$ cat src/rtl/qcs_gpio_event_mon.sv
// GPIO event monitor: per-bit synchronizer and debounce, enabled edge detection,
// per-bit pending slot, lowest-index arbiter and a FWFT event FIFO with drop accounting.
module qcs_gpio_event_mon #(
   parameter int WIDTH           = 8,
   parameter int SYNC_STAGES     = 2,
   parameter int DEBOUNCE_CYCLES = 4,
   parameter int FIFO_DEPTH      = 4,
   parameter int TS_W            = 16,
   localparam int BW = (WIDTH > 1) ? $clog2(WIDTH) : 1
) (
   input  logic             clk,
   input  logic             rst,
   input  logic [WIDTH-1:0] gpio,
   input  logic [WIDTH-1:0] rise_en,
   input  logic [WIDTH-1:0] fall_en,
   output logic [WIDTH-1:0] gpio_level,
   output logic             evt_valid,
   input  logic             evt_ready,
   output logic [BW-1:0]    evt_bit,
   output logic             evt_rising,
   output logic [TS_W-1:0]  evt_ts,
   output logic             ovf,
   input  logic             ovf_clr,
   output logic [7:0]       drop_cnt
);

   localparam int CW = (DEBOUNCE_CYCLES > 1) ? $clog2(DEBOUNCE_CYCLES) : 1;
   localparam int AW = $clog2(FIFO_DEPTH);
   localparam int EW = BW + 1 + TS_W;
   localparam logic [CW-1:0] DBC_LAST  = CW'(DEBOUNCE_CYCLES - 1);
   localparam logic [AW:0]   FIFO_FULL = (AW+1)'(FIFO_DEPTH);

   logic [WIDTH-1:0] sync_q [SYNC_STAGES];
   logic [WIDTH-1:0] sync_s;
   logic [WIDTH-1:0] stable_q, stable_d, toggle_s, edge_s;
   logic [CW-1:0]    dbc_q [WIDTH];
   logic [CW-1:0]    dbc_d [WIDTH];
   logic [TS_W-1:0]  ts_q;
   logic [WIDTH-1:0] pend_q, pend_d, pdir_q, pdir_d;
   logic [TS_W-1:0]  pts_q [WIDTH];
   logic [TS_W-1:0]  pts_d [WIDTH];
   logic [WIDTH-1:0] grant_s, drop_s;
   logic [BW-1:0]    grant_idx_s;
   logic             push_s, pop_s, can_push_s;
   logic [8:0]       drop_sum_s, drop_tot_s;
   logic [7:0]       drop_cnt_d;
   logic [EW-1:0]    mem_q [FIFO_DEPTH];
   logic [EW-1:0]    wdata_s, head_s;
   logic [AW-1:0]    wr_ptr_q, rd_ptr_q, rd_next_s;
   logic [AW:0]      count_q, count_d, count_kept_s;
   logic             evt_valid_d;

   assign sync_s     = sync_q[SYNC_STAGES-1];
   assign gpio_level = stable_q;
   assign pop_s      = evt_valid & evt_ready;
   assign can_push_s = (count_q != FIFO_FULL) || pop_s;

   always_comb begin
      for (int i = 0; i < WIDTH; i++) begin
         stable_d[i] = stable_q[i];
         toggle_s[i] = 1'b0;
         dbc_d[i]    = '0;
         if (sync_s[i] != stable_q[i]) begin
            if (dbc_q[i] == DBC_LAST) begin
               toggle_s[i] = 1'b1;
               stable_d[i] = ~stable_q[i];
            end else begin
               dbc_d[i] = dbc_q[i] + CW'(1);
            end
         end else begin
            dbc_d[i] = '0;
         end
      end
      edge_s = toggle_s & ((~stable_q & rise_en) | (stable_q & fall_en));
   end

   // Descending scan so the lowest pending index wins.
   always_comb begin
      grant_idx_s = '0;
      for (int i = WIDTH-1; i >= 0; i--) begin
         if (pend_q[i]) begin
            grant_idx_s = BW'(i);
         end else begin
            grant_idx_s = grant_idx_s;
         end
      end
      push_s  = (|pend_q) & can_push_s;
      grant_s = push_s ? (WIDTH'(1) << grant_idx_s) : '0;
      wdata_s = {grant_idx_s, pdir_q[grant_idx_s], pts_q[grant_idx_s]};
   end

   // A slot being pushed this cycle may be reloaded by a fresh edge without a drop.
   always_comb begin
      pend_d     = pend_q & ~grant_s;
      pdir_d     = pdir_q;
      drop_s     = '0;
      drop_sum_s = '0;
      for (int i = 0; i < WIDTH; i++) begin
         pts_d[i] = pts_q[i];
         if (edge_s[i]) begin
            if (pend_q[i] && !grant_s[i]) begin
               drop_s[i] = 1'b1;
            end else begin
               pend_d[i] = 1'b1;
               pdir_d[i] = ~stable_q[i];
               pts_d[i]  = ts_q;
            end
         end else begin
            pdir_d[i] = pdir_q[i];
         end
         drop_sum_s = drop_sum_s + 9'(drop_s[i]);
      end
      drop_tot_s = {1'b0, drop_cnt} + drop_sum_s;
      drop_cnt_d = drop_tot_s[8] ? 8'hFF : drop_tot_s[7:0];
   end

   // Read-out register shows only entries already stored, giving the extra output stage.
   always_comb begin
      rd_next_s    = rd_ptr_q + AW'(pop_s);
      count_kept_s = count_q - (AW+1)'(pop_s);
      count_d      = count_kept_s + (AW+1)'(push_s);
      evt_valid_d  = (count_kept_s != '0);
      head_s       = evt_valid_d ? mem_q[rd_next_s] : '0;
   end

   always_ff @(posedge clk) begin
      if (rst) begin
         for (int s = 0; s < SYNC_STAGES; s++) sync_q[s] <= '0;
         for (int i = 0; i < WIDTH; i++) begin
            dbc_q[i] <= '0;
            pts_q[i] <= '0;
         end
         for (int k = 0; k < FIFO_DEPTH; k++) mem_q[k] <= '0;
         stable_q   <= '0;
         ts_q       <= '0;
         pend_q     <= '0;
         pdir_q     <= '0;
         wr_ptr_q   <= '0;
         rd_ptr_q   <= '0;
         count_q    <= '0;
         evt_valid  <= 1'b0;
         evt_bit    <= '0;
         evt_rising <= 1'b0;
         evt_ts     <= '0;
         ovf        <= 1'b0;
         drop_cnt   <= 8'd0;
      end else begin
         sync_q[0] <= gpio;
         for (int s = 1; s < SYNC_STAGES; s++) sync_q[s] <= sync_q[s-1];
         stable_q <= stable_d;
         dbc_q    <= dbc_d;
         ts_q     <= ts_q + TS_W'(1);
         pend_q   <= pend_d;
         pdir_q   <= pdir_d;
         pts_q    <= pts_d;
         if (push_s) begin
            mem_q[wr_ptr_q] <= wdata_s;
            wr_ptr_q        <= wr_ptr_q + AW'(1);
         end else begin
            wr_ptr_q <= wr_ptr_q;
         end
         rd_ptr_q  <= rd_next_s;
         count_q   <= count_d;
         evt_valid <= evt_valid_d;
         {evt_bit, evt_rising, evt_ts} <= head_s;
         if (ovf_clr) begin
            ovf      <= 1'b0;
            drop_cnt <= 8'd0;
         end else if (|drop_s) begin
            ovf      <= 1'b1;
            drop_cnt <= drop_cnt_d;
         end else begin
            ovf      <= ovf;
            drop_cnt <= drop_cnt;
         end
      end
   end

endmodule
$ cat config.mk
export PLATFORM = sky130hd
export DESIGN_NAME = qcs_gpio_event_mon
export DESIGN_NICKNAME = d
export VERILOG_FILES = /design/src/rtl/qcs_gpio_event_mon.sv
export SDC_FILE = /design/constraint.sdc
export NUM_CORES = 1
export LEC_CHECK = 0
export BUFFER_PORTS_ARGS = -buffer_cell sky130_fd_sc_hd__buf_2
export CAP_MARGIN = 5
export CORE_AREA = 2 2 155 157
export CTS_CLUSTER_DIAMETER = 40
export CTS_CLUSTER_SIZE = 8
export DETAILED_ROUTE_END_ITERATION = 10
export DIE_AREA = 0 0 157 159
export MAX_ROUTING_LAYER = met4
export PLACE_DENSITY = 0.81
export SLEW_MARGIN = 20
export SYNTH_ARGS = -nofsm -noshare
export SYNTH_HDL_FRONTEND = slang
export SYNTH_SLANG_ARGS = --single-unit
$ cat constraint.sdc
create_clock -name clk -period 6.3 [get_ports clk]
set_input_delay 1.26 -clock clk [delete_from_list [all_inputs] [get_ports clk]]
set_output_delay 1.26 -clock clk [all_outputs]
set_load 0.03 [all_outputs]
==> results of run 1 <==
state kept, by name (all words and copies together) (netlist names):
register and cells:
pts_q 128, mem_q 80, dbc_q 16, evt_ts 16
sync_q 16, ts_q 16, drop_cnt 8, gpio_level 8
pdir_q 8, pend_q 8, count_q 3, evt_bit 3
rd_ptr_q 2, wr_ptr_q 2, evt_rising 1, evt_valid 1
ovf 1
area by class of cell:
cell class	count	area share [%]
clock inverters	7	0.3556
clock buffers	69	8.461
flip-flops and latches	317	46.16
repair buffers	83	3.014
well taps	319	2.578
multi-input cells	858	38.32
inverters	46	1.115
synthesized netlist by cell type (all sizes together) (2+ instances only):
| master | n |
|---|---|
| a211oi | 24 |
| a21boi | 5 |
| a21o | 2 |
| a21oi | 54 |
| a311oi | 7 |
| and2 | 22 |
| and3 | 4 |
| and3b | 6 |
| buf | 20 |
| clkbuf | 85 |
| dfxtp | 237 |
| edfxtp | 80 |
| fa | 5 |
| ha | 20 |
| inv | 46 |
| mux2i | 107 |
| mux4 | 20 |
| nand2 | 62 |
| nand2b | 3 |
| nand3 | 39 |
| nand3b | 8 |
| nand4 | 6 |
| nor2 | 229 |
| nor2b | 44 |
| nor3 | 6 |
| nor4 | 4 |
| nor4b | 2 |
| o2111ai | 49 |
| o211a | 2 |
| o21a | 2 |
| o21ai | 13 |
| o21bai | 2 |
| o221a | 2 |
| o22ai | 16 |
| o311a | 2 |
| o31a | 18 |
| o31ai | 3 |
| or2 | 20 |
| or3 | 13 |
| or4 | 2 |
| xnor2 | 14 |
| xor2 | 10 |
power groups by stage:
| stage | Sequential, mW | Clock, mW | Combinational (mW) |
|---|---|---|---|
| after floorplan | 2.28 | 0 | 0.204 |
| after global placement | 2.22 | 0 | 0.348 |
| after detailed placement | 2.22 | 0 | 0.356 |
| after CTS | 2.18 | 2.30 | 0.361 |
| after global routing | 2.19 | 2.39 | 0.384 |
| final | 2.18 | 2.28 | 0.355 |
metrics by stage:
stage                     setup WS [ps]  area [µm²]  instances
after floorplan                   931.5       13620       1326
after global placement            479.1       14120       1623
after detailed placement          234.9       14120       1623
after CTS                         799.3       15480       1699
after global routing              444.3       15480       1699
final                             762.5       15480       1699
worst max-delay path, cell delays in order:
cell and delay, ps:
buf_2 110, a211oi_1 390, nand2_1 220, a211oi_1 590, fa_1 550, inv_1 100
fa_1 380, inv_1 90, fa_1 420, fa_1 480, fa_1 430, a21oi_1 150
o21bai_1 170, nand3_1 260, nand3_1 110, o221a_1 240
path summary, 6_finish.rpt:
kind | start | cells after the start | slack, ps | endpoint
worst max register to register | gpio_level[2]$_SDFFE_PP0P_ | 15 | 1190 | drop_cnt[4]$_SDFFE_PP0P_
worst min register to register | dbc_q[2]$_SDFF_PP0_ | 1 | 420 | dbc_q[2]$_SDFF_PP0_
worst min-delay path | dbc_q[2]$_SDFF_PP0_ | 1 | 420 | dbc_q[2]$_SDFF_PP0_
worst max-delay path | evt_ready | 16 | 760 | drop_cnt[4]$_SDFFE_PP0P_
layer usage:
metal / routed length, µm / GRT usage [%] / vias to the layer above
met2: 15460 / 42.68 / 425
li1: - / - / 4748
met3: 2471 / 5.035 / 104
met1: 13340 / 34.27 / 4893
met5: 0 / - / -
met4: 1081 / 11.05 / 0
cells by family after synthesis:
group	count (synthesis)	share of synthesized area, %
buf+inv	151	4.337
xor+xnor	24	1.544
compound gates	209	11.22
simple gates	473	16.68
fa+ha+maj	25	2.573
flops	317	52.48
mux	127	11.17
==> results.py, run 1 <==
metrics = {
    "timing": {
        "grt_setup_unrepaired": "no",
        "max_freq_mhz": 180.6,
        "slew_viol_final": 0,
        "worstMarginPinSlew_ps": 1090,
        "post-route-period-util_pct": 87.90,
        "setup_violations": 0,
        "setup_tns_ps": 0,
        "hold_viol": 0,
        "hold_ws_ps": 415.8,
        "relSlewSlack_pct": 27.32,
        "fin_skew_ps": 11.68,
        "min_period_ps": 5538,
    },
    "synth": {
        "yosysTopAreaCellShare_pct": 34.84,
        "seq_area_frac_synth_pct": 52.48,
        "ys_top_cells_by_area": "dfxtp_1, edfxtp_1, mux2i_1",
        "postSynthAreaPerCell_um2": 10.27,
        "yosys.area.top_type": "dfxtp_1",
        "synth_seq_cells": 317,
        "syn_area_mm2": 0.01362,
        "synth_edf_count": 80,
        "async_flop_share_pct": 0,
        "synth_ff_type": "dfxtp_1",
        "yosysWarningCount": 0,
        "netlist_instances": 1326,
        "synth_nets": 1379,
        "synth_cell_types": 67,
    },
    "power": {
        "p_sw_share_pct": 22.93,
        "power.internal_mw": 3.714,
        "powerDensity_mw_per_mm2": 311.2,
        "vdd_drop_max_mv": 0.1895,
        "comb_power_share_pct": 7.4,
        "report.power.total_mw": 4.819,
        "power.switching_mw": 1.105,
        "pwr-share-seq_pct": 45.3,
        "pwr-share-clk_pct": 47.3,
        "p_leak_nw": 5.850,
    },
    "die": {
        "pin_count": 66,
        "initial_core_util_pct": 58.72,
        "die_h_um": 159,
        "dieArea_mm2": 0.02496,
        "coreArea_mm2": 0.02319,
        "die_width_um": 157,
        "rows": 56,
    },
    "route": {
        "via_per_inst": 5.986,
        "vias": 10170,
        "wirelength_um": 32360,
        "antenna_left": 0,
        "drcViolationCount": 0,
        "drt-initial-drc-count": 860,
        "dr.pass1.iters": 6,
        "wl_per_cell_um": 19.04,
    },
    "cts": {
        "numClockSinks": 317,
        "ctsHoldBuffers": 0,
        "clock_latency_ps": 530,
        "clk_path_buf_depth": 3,
        "numCtsBuffers": 48,
        "cts_tree": "built",
        "cts-root-buf": "clkbuf_16",
        "htreeDepth": 2,
        "ctsResizeCount": 0,
        "clk_pin_slew_ps": 50,
        "postCtsSetupBuffers": 0,
    },
    "placed_design": {
        "dp.final_hpwl_um": 19440,
        "gp_congestion": 0.8693,
        "numPortBuffers": 65,
    },
    "worst_setup_path": {
        "crit_arrival_ps": 5960,
        "cp-end-kind": "flip-flop",
        "path_max_fanout": 6,
        "startpoint_type": "input pin",
        "critPathRequiredTime_ps": 6720,
        "crit_type": "in -> reg",
    },
    "layout": {
        "n_antenna_cell": 0,
        "layout_commonest_cell": "dfxtp_1",
        "layout.nets": 1407,
        "postLayoutCoreUtil_pct": 66.76,
        "nFillCells": 1737,
        "multi_input_area_mm2": 0.005933,
        "final_cell_mix": "dfxtp_1, nor2_1, mux2i_1",
        "drive_gt1_share_pct": 14.20,
        "regArea_mm2": 0.007147,
        "area.growth.synth_to_final_pct": 13.70,
    },
    "global_route": {
        "grt_start_max_net_pins": 105,
        "first_global_vias": 10170,
        "grt_pass1_wl_um": 52480,
        "gr-usage-all-layers_pct": 27.03,
        "gr-total-overflow": 0,
        "antenna_found_initial": 0,
    },
    "worst_hold_path": {
        "hp-class": "reg -> reg",
    },
    "status": {
        "outcome": "finished clean",
    },
    "flow_run": {
        "cap_violations": 0,
    },
}
Note: power is estimated with default switching activity, not from simulation.
==> run 2, diff against run 1 <==
--- a/config.mk
+++ b/config.mk
@@ -5,13 +5,14 @@
 export SDC_FILE = /design/constraint.sdc
 export NUM_CORES = 1
 export LEC_CHECK = 0
+export ABC_AREA = 1
 export BUFFER_PORTS_ARGS = -buffer_cell sky130_fd_sc_hd__buf_2
 export CAP_MARGIN = 5
-export CORE_AREA = 2 2 155 157
+export CORE_AREA = 2 2 154 156
 export CTS_CLUSTER_DIAMETER = 40
 export CTS_CLUSTER_SIZE = 8
 export DETAILED_ROUTE_END_ITERATION = 10
-export DIE_AREA = 0 0 157 159
+export DIE_AREA = 0 0 156 158
 export MAX_ROUTING_LAYER = met4
 export PLACE_DENSITY = 0.81
 export SLEW_MARGIN = 20
==> run 2 against run 1 <==
Against the previous run: die area fell by 1.3%; setup slack improved by 140 ps; core utilization fell by 1.3 points; maximum frequency rose by 2.6%; clock-buffer cell count fell by 2; global-route usage fell by 0.16 points; critical endpoint is now drop_cnt[5]$_SDFFE_PP0P_; largest cell class unchanged; largest power group unchanged; highest routed layer unchanged.
==> results.py, run 2 <==
metrics = {
    "cts": {
        "ctsResizeCount": 0,
        "numClockSinks": 317,
        "ctsHoldBuffers": 0,
        "clock_latency_ps": 550,
        "cts-root-buf": "clkbuf_16",
        "postCtsSetupBuffers": 0,
        "clk_pin_slew_ps": 50,
        "cts_tree": "built",
        "clk_path_buf_depth": 3,
        "htreeDepth": 2,
        "numCtsBuffers": 46,
    },
    "timing": {
        "hold_viol": 0,
        "setup_tns_ps": 0,
        "fin_skew_ps": 27.30,
        "worstMarginPinSlew_ps": 1024,
        "relSlewSlack_pct": 31.63,
        "setup_violations": 0,
        "max_freq_mhz": 185.3,
        "grt_setup_unrepaired": "no",
        "min_period_ps": 5397,
        "slew_viol_final": 0,
        "post-route-period-util_pct": 85.66,
    },
    "route": {
        "drt-initial-drc-count": 974,
        "drcViolationCount": 0,
        "dr.pass1.iters": 5,
        "wl_per_cell_um": 16.48,
        "antenna_left": 0,
        "vias": 11040,
        "via_per_inst": 5.708,
        "wirelength_um": 31870,
    },
    "worst_setup_path": {
        "crit_family": "adder cells",
        "crit_type": "in -> reg",
        "crit_arrival_ps": 5820,
        "r2r_start": "evt_valid$_SDFF_PP0_",
        "path_cells": "buf_2 > nand2_1 > nand3_1 > o21ai_0 > nand3_1 > inv_1 > fa_1 > inv_1 > fa_1 > inv_1 > fa_1 > fa_1 > fa_1 > nand2_1 > inv_1 > o21ai_0 > nand2_1 > nand2_1 > nor2_1 > nand2_1 > o21ai_0 > a21o_1 > nor2_1 > nor2_1",
        "r2r_cells": 23,
        "cp-end-kind": "flip-flop",
        "cp_num_buf_inv": 5,
        "path_max_fanout": 6,
        "timing.rr.end": "drop_cnt[5]$_SDFFE_PP0P_",
        "crit_slowest_cell": "fa_1",
        "r2r_setup_slack_ps": 1370,
        "max_stage_delay_ps": 530,
        "critPathRequiredTime_ps": 6720,
        "startpoint_type": "input pin",
    },
    "layout": {
        "layout_commonest_cell": "a21oi_1",
        "top_register": "pts_q",
        "top_regs": "pts_q: 128 flops, mem_q: 80 flops",
        "largest_reg_flops": 128,
        "drive_gt1_share_pct": 12.29,
        "area.growth.synth_to_final_pct": 12.27,
        "final_cell_area_mm2": 0.01508,
        "layout.nets": 1674,
        "n_antenna_cell": 0,
        "final_cell_mix": "a21oi_1, nand2_1, dfxtp_1",
    },
    "die": {
        "initial_core_util_pct": 58.28,
        "die_h_um": 158,
        "rows": 56,
        "die_width_um": 156,
        "dieArea_mm2": 0.02465,
        "pin_count": 66,
        "coreArea_mm2": 0.02305,
    },
    "flow_run": {
        "cap_violations": 0,
    },
    "placed_design": {
        "gp_congestion": 0.8318,
        "placed_cell_area_mm2": 0.01378,
        "dp.final_hpwl_um": 19120,
        "numPortBuffers": 65,
    },
    "synth": {
        "synth_edf_count": 80,
        "yosys.area.top_type": "dfxtp_1",
        "yosysWarningCount": 0,
        "synth_cell_types": 47,
        "syn_area_mm2": 0.01344,
        "synthTopCellsByCount": "a21oi_1, nand2_1, dfxtp_1, o21ai_0, nor2_1",
        "postSynthAreaPerCell_um2": 8.466,
        "ys_top_cells_by_area": "dfxtp_1, edfxtp_1, a21oi_1",
        "synth_seq_cells": 317,
        "async_flop_share_pct": 0,
        "yosysTopAreaCellShare_pct": 35.31,
        "seq_area_frac_synth_pct": 53.19,
        "synth_ff_type": "dfxtp_1",
        "netlist_instances": 1587,
        "synth.most_common_cell": "a21oi_1",
        "synth_nets": 1640,
    },
    "global_route": {
        "gr-total-overflow": 0,
        "grt_start_max_net_pins": 74,
        "gr-usage-all-layers_pct": 26.86,
        "antenna_found_initial": 0,
        "grt_pass1_wl_um": 51410,
        "first_global_vias": 10400,
    },
    "worst_hold_path": {
        "worstHoldStart": "sync_q[0][5]$_SDFF_PP0_",
        "min_path_cells": 2,
        "holdPathEnd": "sync_q[0][13]$_SDFF_PP0_",
        "hp-class": "reg -> reg",
    },
    "status": {
        "outcome": "finished clean",
    },
    "power": {
        "p_leak_nw": 6.307,
        "vdd_drop_max_mv": 0.2160,
        "powerDensity_mw_per_mm2": 319.7,
    },
}
[run 2: area by class of cell]
cell class / count / area (µm²)
clock buffer: 67 / 1261
fill: 1813 / 7968
clock inverter: 4 / 42.54
inverter: 146 / 550.5
tap: 290 / 362.8
multi-input combinational: 1035 / 5320
timing repair buffer: 75 / 400.4
sequential: 317 / 7147
[run 2: metrics by stage]
| step | worst slack (ps) | util (%) | instances | power [mW] | hold WS, ps |
|---|---|---|---|---|---|
| 2_1_floorplan | 1025 | - | 1587 | 2.522 | 388.3 |
| 3_3_place_gp | 543.9 | 59.78 | 1863 | 2.635 | 391.1 |
| 3_5_place_dp | 389.7 | 59.78 | 1863 | 2.645 | 393.8 |
| 4_1_cts | 949.2 | 65.44 | 1934 | 4.835 | 395.4 |
| 5_1_grt | 662.4 | 65.44 | 1934 | 4.976 | 418.2 |
| 6_report | 903.4 | 65.44 | 1934 | 4.823 | 391.9 |
[run 2: report_power, final]
group,leakage [nW],internal [mW],switching (mW)
clock,0.630,1.37,0.851
combinational,2.94,0.113,0.321
sequential,2.74,2.15,0.0197
total,6.31,3.63,1.19
[run 2: cells by family (layout without fill, tap and decap cells)]
group | Yosys count | in the layout | share of synthesized area, %
xor+xnor | 3 | 3 | 0.1956
simple gates | 509 | 509 | 16.68
buf+inv | 235 | 292 | 7.283
fa+ha+maj | 25 | 25 | 2.608
compound gates | 498 | 498 | 20.04
flops | 317 | 317 | 53.19
[run 2: layer usage]
metal / wire, µm / GRT usage (%)
met3: 2226 / 4.489
met5: 0 / -
met1: 13240 / 32.31
met4: 862 / 9.699
met2: 15550 / 45.89
[run 2: how the worst max path moves through the flow]
stage,start,end,cells after the start
global placement,evt_ready,drop_cnt[5]$_SDFFE_PP0P_,24
finish,evt_ready,drop_cnt[5]$_SDFFE_PP0P_,24
CTS,evt_ready,drop_cnt[5]$_SDFFE_PP0P_,24
global route,evt_ready,drop_cnt[5]$_SDFFE_PP0P_,24
detailed placement,evt_ready,drop_cnt[5]$_SDFFE_PP0P_,24
floorplan,evt_ready,drop_cnt[5]$_SDFFE_PP0P_,23
[run 2: worst min-delay path: stages, from the launching register on]
cell     delay [ps]
dfxtp_1         290
inv_1            40
nor2_1           30
